==> src/rtl/sync_fifo_fwft.sv <==
// Single-clock show-ahead FIFO with fill level, flush and threshold flags.
// Define SYNC_FIFO_ERR_FLAGS_EN to build the sticky overflow/underflow flags.
module sync_fifo_fwft #(
    parameter int fifo_data_size      = 8,
    parameter int fifo_ptr_size       = 4,
    parameter int almost_full_margin  = 2,
    parameter int almost_empty_margin = 1
) (
    input  logic                      clk,
    input  logic                      reset_n,
    input  logic                      flush,
    input  logic                      wr_valid,
    input  logic [fifo_data_size-1:0] wr_data,
    input  logic                      rd_valid,
    input  logic                      err_clr,
    output logic [fifo_data_size-1:0] rd_data,
    output logic                      fifo_full,
    output logic                      fifo_empty,
    output logic                      fifo_almost_full,
    output logic                      fifo_almost_empty,
    output logic [fifo_ptr_size:0]    fifo_level,
    output logic                      overflow,
    output logic                      underflow
);

    localparam int DEPTH    = 1 << fifo_ptr_size;
    localparam int AF_LEVEL = DEPTH - almost_full_margin;
    localparam int AE_LEVEL = almost_empty_margin;

    localparam logic [fifo_ptr_size-1:0] PTR_ONE   = 1;
    localparam logic [fifo_ptr_size:0]   LEVEL_ONE = 1;
    localparam logic [fifo_ptr_size:0]   LEVEL_MAX = {1'b1, {fifo_ptr_size{1'b0}}};

    logic [fifo_data_size-1:0] mem_q [DEPTH];

    logic [fifo_ptr_size-1:0]  wr_ptr_q, wr_ptr_d;
    logic [fifo_ptr_size-1:0]  rd_ptr_q, rd_ptr_d;
    logic [fifo_ptr_size-1:0]  rd_ptr_inc;
    logic [fifo_ptr_size:0]    level_q, level_d;
    logic [fifo_data_size-1:0] rd_data_q, rd_data_d;

    logic full, empty;
    logic push_ok, pop_ok;

    // Handshake: wr_valid is a push request taken only when not full; rd_valid
    // acknowledges the word currently on rd_data and is taken only when not
    // empty. Neither side back-pressures through a combinational path.
    assign full  = (level_q == LEVEL_MAX);
    assign empty = (level_q == '0);

    assign push_ok    = wr_valid && !full  && !flush;
    assign pop_ok     = rd_valid && !empty && !flush;
    assign rd_ptr_inc = rd_ptr_q + PTR_ONE;

    always_comb begin
        wr_ptr_d  = wr_ptr_q;
        rd_ptr_d  = rd_ptr_q;
        level_d   = level_q;
        rd_data_d = rd_data_q;

        if (push_ok) begin
            wr_ptr_d = wr_ptr_q + PTR_ONE;
        end
        if (pop_ok) begin
            rd_ptr_d = rd_ptr_inc;
        end

        case ({push_ok, pop_ok})
            2'b10:   level_d = level_q + LEVEL_ONE;
            2'b01:   level_d = level_q - LEVEL_ONE;
            default: level_d = level_q;
        endcase

        // The head register must show the new word one cycle after a push into
        // an empty (or emptying) FIFO, so the write data bypasses the array.
        if (push_ok && (empty || (level_q == LEVEL_ONE && pop_ok))) begin
            rd_data_d = wr_data;
        end else if (pop_ok && level_q > LEVEL_ONE) begin
            rd_data_d = mem_q[rd_ptr_inc];
        end

        if (flush) begin
            wr_ptr_d  = '0;
            rd_ptr_d  = '0;
            level_d   = '0;
            rd_data_d = '0;
        end
    end

    always_ff @(posedge clk) begin
        if (!reset_n) begin
            wr_ptr_q  <= '0;
            rd_ptr_q  <= '0;
            level_q   <= '0;
            rd_data_q <= '0;
        end else begin
            wr_ptr_q  <= wr_ptr_d;
            rd_ptr_q  <= rd_ptr_d;
            level_q   <= level_d;
            rd_data_q <= rd_data_d;
        end
    end

    // Storage carries no reset; only words below the level are ever read.
    always_ff @(posedge clk) begin
        if (reset_n && push_ok) begin
            mem_q[wr_ptr_q] <= wr_data;
        end
    end

    assign rd_data           = rd_data_q;
    assign fifo_level        = level_q;
    assign fifo_full         = full;
    assign fifo_empty        = empty;
    assign fifo_almost_full  = (int'(level_q) >= AF_LEVEL);
    assign fifo_almost_empty = (int'(level_q) <= AE_LEVEL);

`ifdef SYNC_FIFO_ERR_FLAGS_EN
    logic overflow_q, overflow_d;
    logic underflow_q, underflow_d;

    // Set wins over clear; flush masks the requests so they raise nothing.
    always_comb begin
        overflow_d  = overflow_q;
        underflow_d = underflow_q;
        if (err_clr) begin
            overflow_d  = 1'b0;
            underflow_d = 1'b0;
        end
        if (wr_valid && full && !flush) begin
            overflow_d = 1'b1;
        end
        if (rd_valid && empty && !flush) begin
            underflow_d = 1'b1;
        end
    end

    always_ff @(posedge clk) begin
        if (!reset_n) begin
            overflow_q  <= 1'b0;
            underflow_q <= 1'b0;
        end else begin
            overflow_q  <= overflow_d;
            underflow_q <= underflow_d;
        end
    end

    assign overflow  = overflow_q;
    assign underflow = underflow_q;
`else
    logic unused_err_clr;
    assign unused_err_clr = err_clr;
    assign overflow       = 1'b0;
    assign underflow      = 1'b0;
`endif

endmodule

==> config.mk <==
export PLATFORM = sky130hd
export DESIGN_NAME = sync_fifo_fwft
export DESIGN_NICKNAME = d
export VERILOG_FILES = /design/src/rtl/sync_fifo_fwft.sv
export SDC_FILE = /design/constraint.sdc
export NUM_CORES = 1
export LEC_CHECK = 0
export CAP_MARGIN = 20
export CORE_ASPECT_RATIO = 0.7
export CORE_MARGIN = 3
export CORE_UTILIZATION = 25
export DETAILED_ROUTE_END_ITERATION = 7
export PLACE_DENSITY = 0.37
export SETUP_SLACK_MARGIN = 0.15
export SLEW_MARGIN = 10
export SYNTH_ARGS = -nofsm -noshare
export SYNTH_HDL_FRONTEND = slang
export SYNTH_SLANG_ARGS = --single-unit
==> constraint.sdc <==
create_clock -name clk -period 3 [get_ports clk]
set_input_delay 0.6 -clock clk [delete_from_list [all_inputs] [get_ports clk]]
set_output_delay 0.6 -clock clk [all_outputs]
set_load 0.01 [all_outputs]
==> Word-level counts from Yosys, hierarchy flattened <==
Memory sizes are Yosys's and may differ from the RTL's.
Index checks and enable logic that the tools add are counted.
{ "totals": {"elab_cells": 38, "ram_bits": 128, "inputBits": 14, "latchBits": 0, "ff_bits": 21, "output_inout_bits": 19, "memories": 1, "romBits": 0} }
{ "op_classes": {"n_reduce_logical": 16, "n_shift": 0, "addsub": 4, "n_bitwise": 1, "eq_ne": 4, "div": 0, "n_mux": 5, "order_cmp": 3, "multipliers": 0} }
{ "memory_table": {"columns": ["name", "words", "word_bits", "rd", "rd_clocked_by_memory_dff", "wr", "line", "source"], "rows": [
  ["mem_q", 16, 8, 1, 0, 1, "34", "logic [fifo_data_size-1:0] mem_q [DEPTH];"]
]} }
{ "ops": {"columns": ["cell", "n"], "rows": [
  ["two-way mux 8 bit", 2],
  ["case mux 5 bit (2 select lines)", 1],
  ["adder 4 x 1 -> 4 bit, second input constant", 2],
  ["logical AND 1 bit", 8],
  ["adder 5 x 1 -> 5 bit, second input constant", 1],
  ["== test 5 x 1 -> 1 bit, second input constant", 1],
  ["== test 5 bit, second input constant", 1],
  [">= comparator 5 x 4 -> 1 bit, second input constant", 1],
  ["> comparator 5 x 1 -> 1 bit, second input constant", 1],
  ["less-or-equal comparator 5 x 1 -> 1 bit, second input constant", 1],
  ["logical NOT 5 bit", 1],
  ["subtractor 5 x 1 -> 5 bit, second input constant", 1],
  ["nonzero test 2 bit", 2],
  ["logical NOT 1 bit", 3],
  ["== test 2 x 1 -> 1 bit, second input constant", 1],
  ["== test 2 bit, second input constant", 1],
  ["two-way mux 1 bit", 2],
  ["OR reduction 2 bit", 1],
  ["logical OR 1 bit", 1],
  ["NOT 1 bit", 1]
]} }

==> Logic depth before layout (Yosys ltp) <==
{ "logic_depth": {"word_depth": 8, "mapped_depth": 11, "mapped_depth_nobuf": 11} }

==> Least setup slack after synthesis <==
OpenSTA, ideal clock, no wires.
{ "synth_path": {"path_type": "register to register", "startpoint": "register level_q[0], in the netlist fifo_level[0]", "endpoint": "memory mem_q[0][0] (enable)", "path_slack_ns": 0.661, "t_arrival_ns": 1.956, "period_less_slack_ns": 2.339, "setup_time_ns": 0.383, "path_stages_with_launch": 8, "required_time_ns": 2.617, "cell_sequence": "dfxtp_1 inv_1 ha_1 nand2_1 o31ai_2 nor2_1 nand2_1 nor3_1"} }
{ "synth_between": {"elab_chain_len": 7} }
{ "synth_rtl": {"columns": ["item", "line", "source"], "rows": [
  ["start: declaration", "39", "logic [fifo_ptr_size:0] level_q, level_d;"],
  ["start signal: assignment", "99", "level_q <= level_d;"],
  ["== test 5 bit", "48", "assign full = (level_q == LEVEL_MAX);"],
  ["logical NOT 1 bit", "51", "assign push_ok = wr_valid && !full && !flush;"],
  ["logical AND 1 bit (2 in a row)", "51", null],
  ["logical AND 1 bit", "106", "if (reset_n && push_ok) begin"],
  ["two-way mux 1 bit", "106", null],
  ["two-way mux 1 bit (not written as such)", "107", "mem_q[wr_ptr_q] <= wr_data;"],
  ["end: declaration", "34", null]
]} }
Every way passes these cells.

==> Worst setup path after layout <==
{ "layout_path": {"startpoint": "register level_q[0], in the netlist fifo_level[0]", "endpoint": "output fifo_empty"} }
{ "layout_between": {"elab_chain_len": 1} }
{ "layout_rtl": {"columns": ["item", "line", "source"], "rows": [
  ["logical NOT 5 bit", "49", "assign empty = (level_q == '0);"],
  ["end: declaration", "18", "output logic fifo_empty,"]
]} }
Every way passes these cells.

==> results.md <==
* DRC at 0
* Seq pwr share at 50.4%
* Post-CTS Setup Inserts at 0
* Worst slew pin tran at 0.770 ns
* WL/cell at around 20 microns
* Worst Skew at between 0.006 and 0.007 ns
* Initial antenna violation count at 0
* Pwr/cell area at 591 nW/um^2
* Post-synth top flop: edfxtp_1
* DR iter-0 viols at between 200 and 300
* CTS tree: done
* Kind of critical path: reg -> out
* HPWL Detailed at roughly 10000 microns
* Setup tns final at 0 ns
* P_sw at around 950 uW
* Pre-antenna DRT Iters at 5
* I/O Pins at 33
* Cell count of the worst reg-to-reg path at 11
* Endpoints failing hold at 0
* Register Area at 4270 sq um
* Portion of total power attributed to the clock network at 45.4%
* GPL Wtd Cong at ~0.73
* CP Capture Type: output port
* Synth top area share at a little over three fifths
* Hold path cells at 2
* CTS root buffer: clkbuf_16
* Most instantiated cells after synthesis: 128 x edfxtp_1, 32 x mux4_2, 29 x nor2_1
* CP max FO at 5
* Remaining antenna violation count at 0
* Peak Freq at 0.363 GHz
* Die area at roughly 27000 sq um
* Worst-Skew Late Latency at 0.42 ns
* RSZ-0062 raised after global routing: false
* Setup-failing EPs final at 0
* Peak VDD IR at 0.000409 V
* Vias in the first global route at 3230
* CP arrival at 2.15 ns
* Run status: complete, no violations
* # fillers at 2314
* Largest net degree at the start of global routing at 25
* Mapped Area at 6160 sq um
* Sequential share of the synthesized area at slightly below 70%
* EDFF count, synth at 128
* I/O Buffers at 29
* Core Region at 23900 sq um
* Clk sinks at 149
* Initial Util at roughly 26%
* Antenna Cells at 0
* Count leader, synth: edfxtp_1
* Switch share at 21.1%
* Slew margin rel. at 48.5%
* Die height at 137 microns
* Multi-input gate area at ~1800 sq um
* Placed insts at slightly above 700
* CP startpoint kind: flip-flop
* Netlist cell types at 42
* Syn Area/Cell at 17.3 sq um
* Worst Path Required at 2.40 ns
* Hold slack final at between 0.5 and 0.6 ns
* Max Slew Vio Count at 0
* Leading area contributor after synthesis: edfxtp_1
* Post-route insts no fill at 753
* Total CTS buffers at 17
* Grt total ovfl at 0
* Min Tclk post-route at 2.75 ns
* Clock Pin Slew Worst Setup and Hold Paths at 0.06 ns
* Leak at 2.45 nW
* H-tree depth at 4
* Worst hold path type: reg -> reg
* Synth area leaders: edfxtp_1 62%, mux4_2 12%, dfxtp_1 6.8%
* Logic pwr share at 4.2%
* Max-cap violations at 0
* CTS Buffer Depth at 2
* Fraction of layout cells with a size suffix above 1 at 26.2%
* Synth Register Bits at 149
* Die W at ~190 microns
* Design internal power at 3.55 mW
* Via density at 4.34
* Ys async rst share at 0%
* Post-cts hold buffer count at 0
* Area grow syn2layout at 23.4%
* Vias at roughly 3300
* Final-stage net count at 449
* Syn Inst Count at about 360
* Global-route wire length before repair at 21900 microns
* GRT Total Usage at 11.6%
* Crit share post-route at 91.8%
* Final Total Pwr at 4.50 mW
* Row count at 47
* Post-CTS Resized at 0
* Synth warnings at 0
* Routed wire length at 14800 microns
==> kinds of logic after synthesis <==
| group | Yosys count | synth area share (%) |
|---|---|---|
| fa+ha+maj | 11 | 2.23 |
| other cells | 1 | 0.0609 |
| mux | 43 | 13.5 |
| compound gates | 29 | 3.58 |
| xor+xnor | 13 | 2.15 |
| flops | 149 | 69.2 |
| buf+inv | 23 | 1.93 |
| simple gates | 87 | 7.29 |
==> layout by cell type (no fill, tap or decap), types with 4 or more instances in the layout <==
master           netlist  layout
edfxtp_1             128     128
buf_4                  5      35
mux4_2                32      32
nor2_1                29      29
clkdlybuf4s50_1        0      29
nand2_1               23      23
dfxtp_1               21      20
clkbuf_16              0      17
ha_1                  11      10
mux2i_1                9       9
a211oi_1               9       9
and3_1                 7       7
o221ai_1               7       7
nor3_1                 6       6
xnor2_1                6       6
nand3_1                6       6
xor2_1                 6       6
inv_1                  6       4
nand2b_1               4       4
a21oi_1                4       4
clkinv_2               0       4
clkinvlp_4             0       4
==> power groups by stage <==
| stage | Combinational, mW | Clock [mW] | Sequential (mW) |
|---|---|---|---|
| after CTS | 0.192 | 2.11 | 2.26 |
| final | 0.189 | 2.04 | 2.26 |
| after global placement | 0.190 | 0 | 2.31 |
| after floorplan | 0.0845 | 0 | 2.31 |
| after detailed placement | 0.191 | 0 | 2.31 |
| after global routing | 0.209 | 2.19 | 2.26 |
==> sequential cells by signal, indices dropped and copies added, names as in the netlist <==
register / flops
mem_q: 128
rd_ptr_q: 4
fifo_level: 5
wr_ptr_q: 4
rd_data: 8
==> layout make-up <==
class                           count  share of cell area (%)
Timing Repair Buffer               65                    7.54
Inverter                            6                   0.296
Clock buffer                       17                    5.59
Clock inverter                     13                    1.79
Sequential cell                   149                    56.1
Tap cell                          318                    5.23
Multi-Input combinational cell    185                    23.4
==> worst max-delay path, stage by stage, from the launching register on <==
cell and delay [ns]:
dfxtp_1 0.32, inv_2 0.09, ha_2 0.20, or4b_4 0.52, inv_1 0.08, clkdlybuf4s50_1 0.53
==> final timing paths <==
kind,startpoint,to,slack [ns]
setup / recovery,fifo_level[0]$_SDFFE_PP0P_,fifo_empty,0.25
hold / removal,rd_ptr_q[1]$_SDFFE_PP0P_,rd_ptr_q[1]$_SDFFE_PP0P_,0.52
setup reg to reg,fifo_level[0]$_SDFFE_PP0P_,fifo_level[3]$_SDFFE_PP0P_,0.57
hold reg to reg,rd_ptr_q[1]$_SDFFE_PP0P_,rd_ptr_q[1]$_SDFFE_PP0P_,0.52
==> metrics by stage <==
| stage | utilization [%] | setup WS (ns) | cell area, sq um |
|---|---|---|---|
| 5_1_grt | 31.8 | 0.166 | 7600 |
| 6_report | 31.8 | 0.246 | 7600 |
| 3_3_place_gp | 29.4 | 0.318 | 7040 |
| 4_1_cts | 31.8 | 0.157 | 7600 |
| 2_1_floorplan | - | 0.661 | 6160 |
| 3_5_place_dp | 29.4 | 0.374 | 7040 |
==> routing by layer <==
metal	GRT usage (%)	wire (microns)
met4	3.61	129
met5	0	0
met1	17.2	7670
met3	2.88	614
met2	16.7	6410
No activity file was read; power rests on OpenSTA's default activity.
